**src/rtl/hex_rotate_pkg.sv**
```systemverilog
// Shared types, character codes and rotation helpers for the hex rotation sequencer.
package hex_rotate_pkg;

  typedef enum logic [1:0] {IDLE, RUN, HOLD} state_t;

  typedef logic [1:0] pos_t;

  localparam logic [1:0] CODE_D     = 2'b00;
  localparam logic [1:0] CODE_E     = 2'b01;
  localparam logic [1:0] CODE_ONE   = 2'b10;
  localparam logic [1:0] CODE_BLANK = 2'b11;

  // Positions live in 0..2; dir=1 steps backwards (equivalent to +2 mod 3).
  function automatic pos_t adv_pos(input pos_t p, input logic dir);
    if (!dir) adv_pos = (p == 2'd2) ? 2'd0 : p + 2'd1;
    else      adv_pos = (p == 2'd0) ? 2'd2 : p - 2'd1;
  endfunction

  // Character list L = [c2, c1, c0] with c2 in the top bits of the message.
  function automatic logic [1:0] pick_char(input logic [5:0] m, input pos_t idx);
    case (idx)
      2'd0:    pick_char = m[5:4];
      2'd1:    pick_char = m[3:2];
      default: pick_char = m[1:0];
    endcase
  endfunction

endpackage

```
**src/rtl/hex_rotate_prescaler.sv**
```systemverilog
// Modulo-TICKS_PER_STEP counter with clear and enable; o_tick marks the last count while enabled.
module hex_rotate_prescaler #(
  parameter int TICKS_PER_STEP = 50_000_000
) (
  input  logic i_clk,
  input  logic i_rst,
  input  logic i_clr,
  input  logic i_en,
  output logic o_tick
);

  localparam int CW = (TICKS_PER_STEP > 2) ? $clog2(TICKS_PER_STEP) : 1;
  localparam logic [CW-1:0] LAST = CW'(TICKS_PER_STEP - 1);

  logic [CW-1:0] r_cnt;

  always_ff @(posedge i_clk) begin
    if (i_rst || i_clr)  r_cnt <= '0;
    else if (i_en)       r_cnt <= (r_cnt == LAST) ? '0 : r_cnt + 1'b1;
  end

  assign o_tick = i_en && (r_cnt == LAST);

endmodule

```
**src/rtl/hex_rotate_ctrl.sv**
```systemverilog
// Rotating 3-character message sequencer for HEX2..HEX0 (auto on prescaled tick, manual step in HOLD).
// Optional HOLD blinking is enabled with the HEX_ROTATE_BLINK_EN macro.
module hex_rotate_ctrl
  import hex_rotate_pkg::*;
#(
  parameter int TICKS_PER_STEP = 50_000_000
) (
  input  logic       CLOCK_50,
  input  logic       Reset,
  input  logic       load,
  input  logic [5:0] msg,
  input  logic       run,
  input  logic       step,
  input  logic       dir,
  output logic [1:0] hex2_code,
  output logic [1:0] hex1_code,
  output logic [1:0] hex0_code,
  output logic [1:0] rot_pos,
  output logic       tick
);

  state_t     r_state, w_state_next;
  pos_t       r_pos, w_pos_next;
  logic [5:0] r_msg, w_msg_next;
  logic       r_phase, w_phase_next;
  logic [1:0] r_hex2, r_hex1, r_hex0;
  logic       w_tick, w_pre_en, w_pre_clr, w_blank;

`ifdef HEX_ROTATE_BLINK_EN
  assign w_pre_en = (r_state == RUN) || (r_state == HOLD);
`else
  assign w_pre_en = (r_state == RUN);
`endif
  // Any state change or load restarts the step interval from zero.
  assign w_pre_clr = load || (w_state_next != r_state);

  hex_rotate_prescaler #(
    .TICKS_PER_STEP(TICKS_PER_STEP)
  ) u_prescaler (
    .i_clk  (CLOCK_50),
    .i_rst  (Reset),
    .i_clr  (w_pre_clr),
    .i_en   (w_pre_en),
    .o_tick (w_tick)
  );

  always_comb begin
    w_state_next = r_state;
    w_pos_next   = r_pos;
    w_msg_next   = r_msg;
    w_phase_next = r_phase;
    if (load) begin
      w_msg_next   = msg;
      w_pos_next   = 2'd0;
      w_phase_next = 1'b0;
      w_state_next = run ? RUN : HOLD;
    end else begin
      case (r_state)
        RUN: begin
          if (!run) begin
            w_state_next = HOLD;
            w_phase_next = 1'b0;
          end else if (w_tick) begin
            w_pos_next = adv_pos(r_pos, dir);
          end
        end
        HOLD: begin
          if (run) begin
            w_state_next = RUN;
            w_phase_next = 1'b0;
          end else if (step) begin
            w_pos_next   = adv_pos(r_pos, dir);
            w_phase_next = 1'b0;
          end
`ifdef HEX_ROTATE_BLINK_EN
          else if (w_tick) begin
            w_phase_next = ~r_phase;
          end
`endif
        end
        default: ;
      endcase
    end
    w_blank = (w_state_next == IDLE) || w_phase_next;
  end

  always_ff @(posedge CLOCK_50) begin
    if (Reset) begin
      r_state <= IDLE;
      r_pos   <= 2'd0;
      r_msg   <= {3{CODE_BLANK}};
      r_phase <= 1'b0;
      r_hex2  <= CODE_BLANK;
      r_hex1  <= CODE_BLANK;
      r_hex0  <= CODE_BLANK;
    end else begin
      r_state <= w_state_next;
      r_pos   <= w_pos_next;
      r_msg   <= w_msg_next;
      r_phase <= w_phase_next;
      r_hex2  <= w_blank ? CODE_BLANK : pick_char(w_msg_next, w_pos_next);
      r_hex1  <= w_blank ? CODE_BLANK : pick_char(w_msg_next, adv_pos(w_pos_next, 1'b0));
      r_hex0  <= w_blank ? CODE_BLANK : pick_char(w_msg_next, adv_pos(w_pos_next, 1'b1));
    end
  end

  assign hex2_code = r_hex2;
  assign hex1_code = r_hex1;
  assign hex0_code = r_hex0;
  assign rot_pos   = r_pos;
  assign tick      = w_tick;

endmodule

```
**config.mk**
```make
export PLATFORM = sky130hd
export DESIGN_NAME = hex_rotate_ctrl
export DESIGN_NICKNAME = d
export VERILOG_FILES = /design/src/rtl/hex_rotate_pkg.sv /design/src/rtl/hex_rotate_prescaler.sv /design/src/rtl/hex_rotate_ctrl.sv
export SDC_FILE = /design/constraint.sdc
export NUM_CORES = 1
export LEC_CHECK = 0
export BUFFER_PORTS_ARGS = -buffer_cell sky130_fd_sc_hd__buf_2
export CAP_MARGIN = 20
export CORE_ASPECT_RATIO = 2
export CORE_MARGIN = 5
export CORE_UTILIZATION = 50
export CTS_CLUSTER_DIAMETER = 40
export DETAILED_ROUTE_END_ITERATION = 8
export PLACE_DENSITY = 0.72
export SETUP_SLACK_MARGIN = 0.05
export SKIP_LAST_GASP = 1
export SYNTH_ARGS = -nofsm -noshare
export SYNTH_HDL_FRONTEND = slang
export SYNTH_HIERARCHICAL = 1
export SYNTH_SLANG_ARGS = --single-unit
```
**constraint.sdc**
```tcl
create_clock -name CLOCK_50 -period 4.55 [get_ports CLOCK_50]
set_input_delay 0.91 -clock CLOCK_50 [delete_from_list [all_inputs] [get_ports CLOCK_50]]
set_output_delay 0.91 -clock CLOCK_50 [all_outputs]
set_load 0.01 [all_outputs]
```
==> Flow_metrics.wiki <==
{| class="wikitable"
! Metric !! Value
|-
| Synth Area per Inst || 8.74 um^2
|-
| Ordered list of cells on the worst path || inv_1 > ha_1 > and4_2 > nand4_1 > nor3_1 > nand2_1 > a211o_1 > a32oi_1 > or2_1 > ha_1 > nor2b_1 > a222oi_1 > o211ai_1
|-
| CP Launch Type || flip-flop
|-
| Clk_lat worst skew || about 0.3 ns
|-
| Most common library cell in the layout ignoring fill and taps || sky130_fd_sc_hd__dfxtp_1
|-
| Deepest level of the CTS H-tree || 2
|-
| Delay of the slowest critical-path stage || 0.45 ns
|-
| Maximum vdd ir drop || about 0.00019 V
|-
| Timing-limited maximum frequency || 273 MHz
|-
| Initial core utilization || roughly 52%
|-
| Run status || finished, final reports clean
|-
| Area overhead of the layout relative to synthesis || 7.47%
|-
| Worst path setup slack after routing || 0.893 ns
|-
| Number of nets with antenna violations after routing || 0
|-
| Cell occurring most often along the worst timing path || sky130_fd_sc_hd__ha_1
|-
| Kind of path behind the tightest hold check || reg -> reg
|-
| Distinct cell type count of the synthesized netlist || 57
|-
| Slew Limit Fails || 0
|-
| HPWL after detailed placement || ~4600 um
|-
| CTS clk-pin slew, worst paths || 0.09 ns
|-
| Worst Path Class, Setup || reg -> reg
|-
| Final estimated routing congestion in global placement || ~0.81
|-
| Skew final || around 0.01 ns
|-
| Count of flip-flops with a built-in enable after synthesis || 0
|-
| Net count reported at finish || 313
|-
| Final-report setup violation count || 0
|-
| Count of port buffers added during placement || 20
|-
| Worst hold-check slack || 0.478 ns
|-
| Initial DRT Pass Iterations || 4
|-
| Maximum fanout along the worst path || 12
|-
| Synthesis-stage register bit count || 43
|-
| Maximum root-to-sink buffer count || 2
|-
| Warnings, synthesis || 6
|-
| Main synth FF type || sky130_fd_sc_hd__dfxtp_1
|-
| Cell leakage power || 0.878 nW
|-
| Period utilization || about 80%
|-
| Number of diodes added for antenna fixing || 0
|-
| RSZ-0062 raised after global routing || false
|-
| Relative slew slack || between 40% and 50%
|-
| Wire length of the first global-routing pass || 9740 um
|-
| Number of remaining DRC errors || 0
|-
| Final Hold Vio Count || 0
|-
| Measured slew at the worst slew-check pin || ~0.84 ns
|-
| CTS tree || yes
|-
| Post-Synth Simple-Gate Area || 28.6%
|-
| Number of placement rows || 35
|-
| XOR/XNOR share of the synthesized area || under 10%
|-
| Largest net degree at the start of global routing || 20
|-
| Overall track demand over capacity in global routing || around a fifth
|-
| Aggregate negative setup slack || 0 ns
|-
| Fraction of the yosys area taken by sequential cells || between 30% and 40%
|-
| Average wire per standard cell || approximately 17 um
|-
| Number of placed I/O pins || 21
|-
| Max cap viols || 0
|-
| CP required || approximately 4.7 ns
|-
| Initial antenna violation count || 0
|-
| Syn Inst Count || 276
|-
| Minimum period implied by the final worst setup slack || 3.66 ns
|-
| Share of the synthesized area in compound gates (AO/OA/AOI/OAI) || approximately 16%
|-
| Total gr overflow || 0
|-
| Net count of the mapped netlist || ~300
|-
| Post-synthesis mux area share || 4.67%
|-
| Synth Area in Adders || approximately 5.7%
|-
| Final WL || between 5000 and 6000 um
|-
| Leading cell types in the layout, fill and taps excluded || 43 x sky130_fd_sc_hd__dfxtp_1, 23 x sky130_fd_sc_hd__nor2_1, 20 x sky130_fd_sc_hd__buf_2
|-
| Vias/cell || just over 6
|-
| Quantity of gates resized following cts || 0
|-
| Fraction of layout instances using a drive strength above 1 || between 10% and 20%
|-
| Die width || 59.1 um
|-
| Area of the die || 0.00639 mm^2
|-
| Netlist Area Pre-Place || between 0.002 and 0.0025 mm^2
|-
| Combinational family with the most area after synthesis || simple AND/OR/NAND/NOR gates
|-
| Clock sinks || between 40 and 50
|-
| Slowest cell on the critical path || sky130_fd_sc_hd__ha_1
|-
| Endpoint class of the critical path || flip-flop
|-
| Hold-fix buffers, CTS || 0
|-
| Root buffer cell || sky130_fd_sc_hd__clkbuf_8
|-
| Die height || around 110 um
|-
| Asr flop ratio synth || 0%
|-
| Vias in the first global route || ~2,100
|-
| Number of buffers added by the clock tree synthesis step || 5
|-
| Number of setup buffers added after CTS || 0
|-
| Initial DRC count || 70
|-
| Floorplan core area || about 0.0046 mm^2
|-
| Arrival time reported for the critical path endpoint || 3.84 ns
|-
| DR vias || 2,133
|-
| Dpl ws || around 0.98 ns
|-
| P per Cell Area || approximately 270 mW/mm^2
|}
-- cell usage after synthesis (7+ instances only) --
cell type | instances | share of area [%]
sky130_fd_sc_hd__a21oi_1 | 13 | 2.7
sky130_fd_sc_hd__dfxtp_1 | 43 | 36
sky130_fd_sc_hd__ha_1 | 11 | 5.7
sky130_fd_sc_hd__inv_1 | 10 | 1.6
sky130_fd_sc_hd__nand2_1 | 18 | 2.8
sky130_fd_sc_hd__nand3_1 | 12 | 2.5
sky130_fd_sc_hd__nand4_1 | 13 | 3.4
sky130_fd_sc_hd__nor2_1 | 23 | 3.6
sky130_fd_sc_hd__o31ai_1 | 7 | 2.2
sky130_fd_sc_hd__or4_1 | 9 | 2.8
sky130_fd_sc_hd__xor2_1 | 9 | 3.3
-- worst max-delay path, delay by kind of cell (launching register included) --
family                   cells  cell delay (ns)
buffers and inverters        1             0.09
AND/OR/NAND/NOR              6             1.23
flip-flops                   1             0.34
AO/OA/AOI/OAI                4             1.06
adder cells (fa/ha/maj)      2             0.82
-- logic make-up (layout without fill, tap and decap cells) --
kind of cell | count (synthesis) | count (layout)
multiplexers | 9 | 9
XOR/XNOR | 13 | 13
buffers and inverters | 24 | 39
AND/OR/NAND/NOR | 123 | 123
adder cells (fa/ha/maj) | 11 | 11
AO/OA/AOI/OAI | 53 | 53
flip-flops | 43 | 43
-- state kept, by name, summed over array words and instances, names as in the netlist --
name	count
rot_pos	2
hex2_code	2
r_state	2
hex1_code	2
hex0_code	2
r_msg	6
u_prescaler/r_cnt	26
r_phase	1
-- layout make-up --
type                    instances  area [um^2]
inverters                      10         37.5
fillers                       471         2050
flip-flops and latches         43          861
clock buffers                   6         72.6
repair buffers                 21          108
well taps                      55         68.8
clock inverters                 2         12.5
multi-input cells             209         1430
-- per-stage QoR --
step / util [%] / cells / power (mW) / instance area [um^2]
global route: 55.8 / 346 / 0.733 / 2590
global placement: 54.0 / 338 / 0.470 / 2510
floorplan: - / 276 / 0.450 / 2410
finish: 55.8 / 346 / 0.705 / 2590
CTS: 55.8 / 346 / 0.713 / 2590
detailed placement: 54.0 / 338 / 0.470 / 2510
-- where the power goes --
part	leakage [nW]	switching [mW]	internal, mW
clock	0.0412	0.136	0.107
sequential	0.349	0.00341	0.384
combinational	0.488	0.0443	0.0302
total	0.878	0.183	0.521
-- worst paths after layout --
| path | start | endpoint | slack [ns] | depth (start not counted) |
|---|---|---|---|---|
| hold / removal | r_phase | r_phase | 0.48 | 2 |
| setup reg to reg | r_state[1] | hex1_code[0] | 0.89 | 13 |
| hold reg to reg | r_phase | r_phase | 0.48 | 2 |
| setup / recovery | r_state[1] | hex1_code[0] | 0.89 | 13 |
-- layer usage --
| metal | wire length [um] | up-vias | global-route usage, % |
|---|---|---|---|
| met5 | 0 | - | 0 |
| met3 | 132 | 20 | 2.75 |
| li1 | - | 1043 | - |
| met1 | 1970 | 1027 | 17.7 |
| met4 | 266 | 0 | 13.3 |
| met2 | 3450 | 43 | 39.1 |
(Power assumes the default switching activity.)
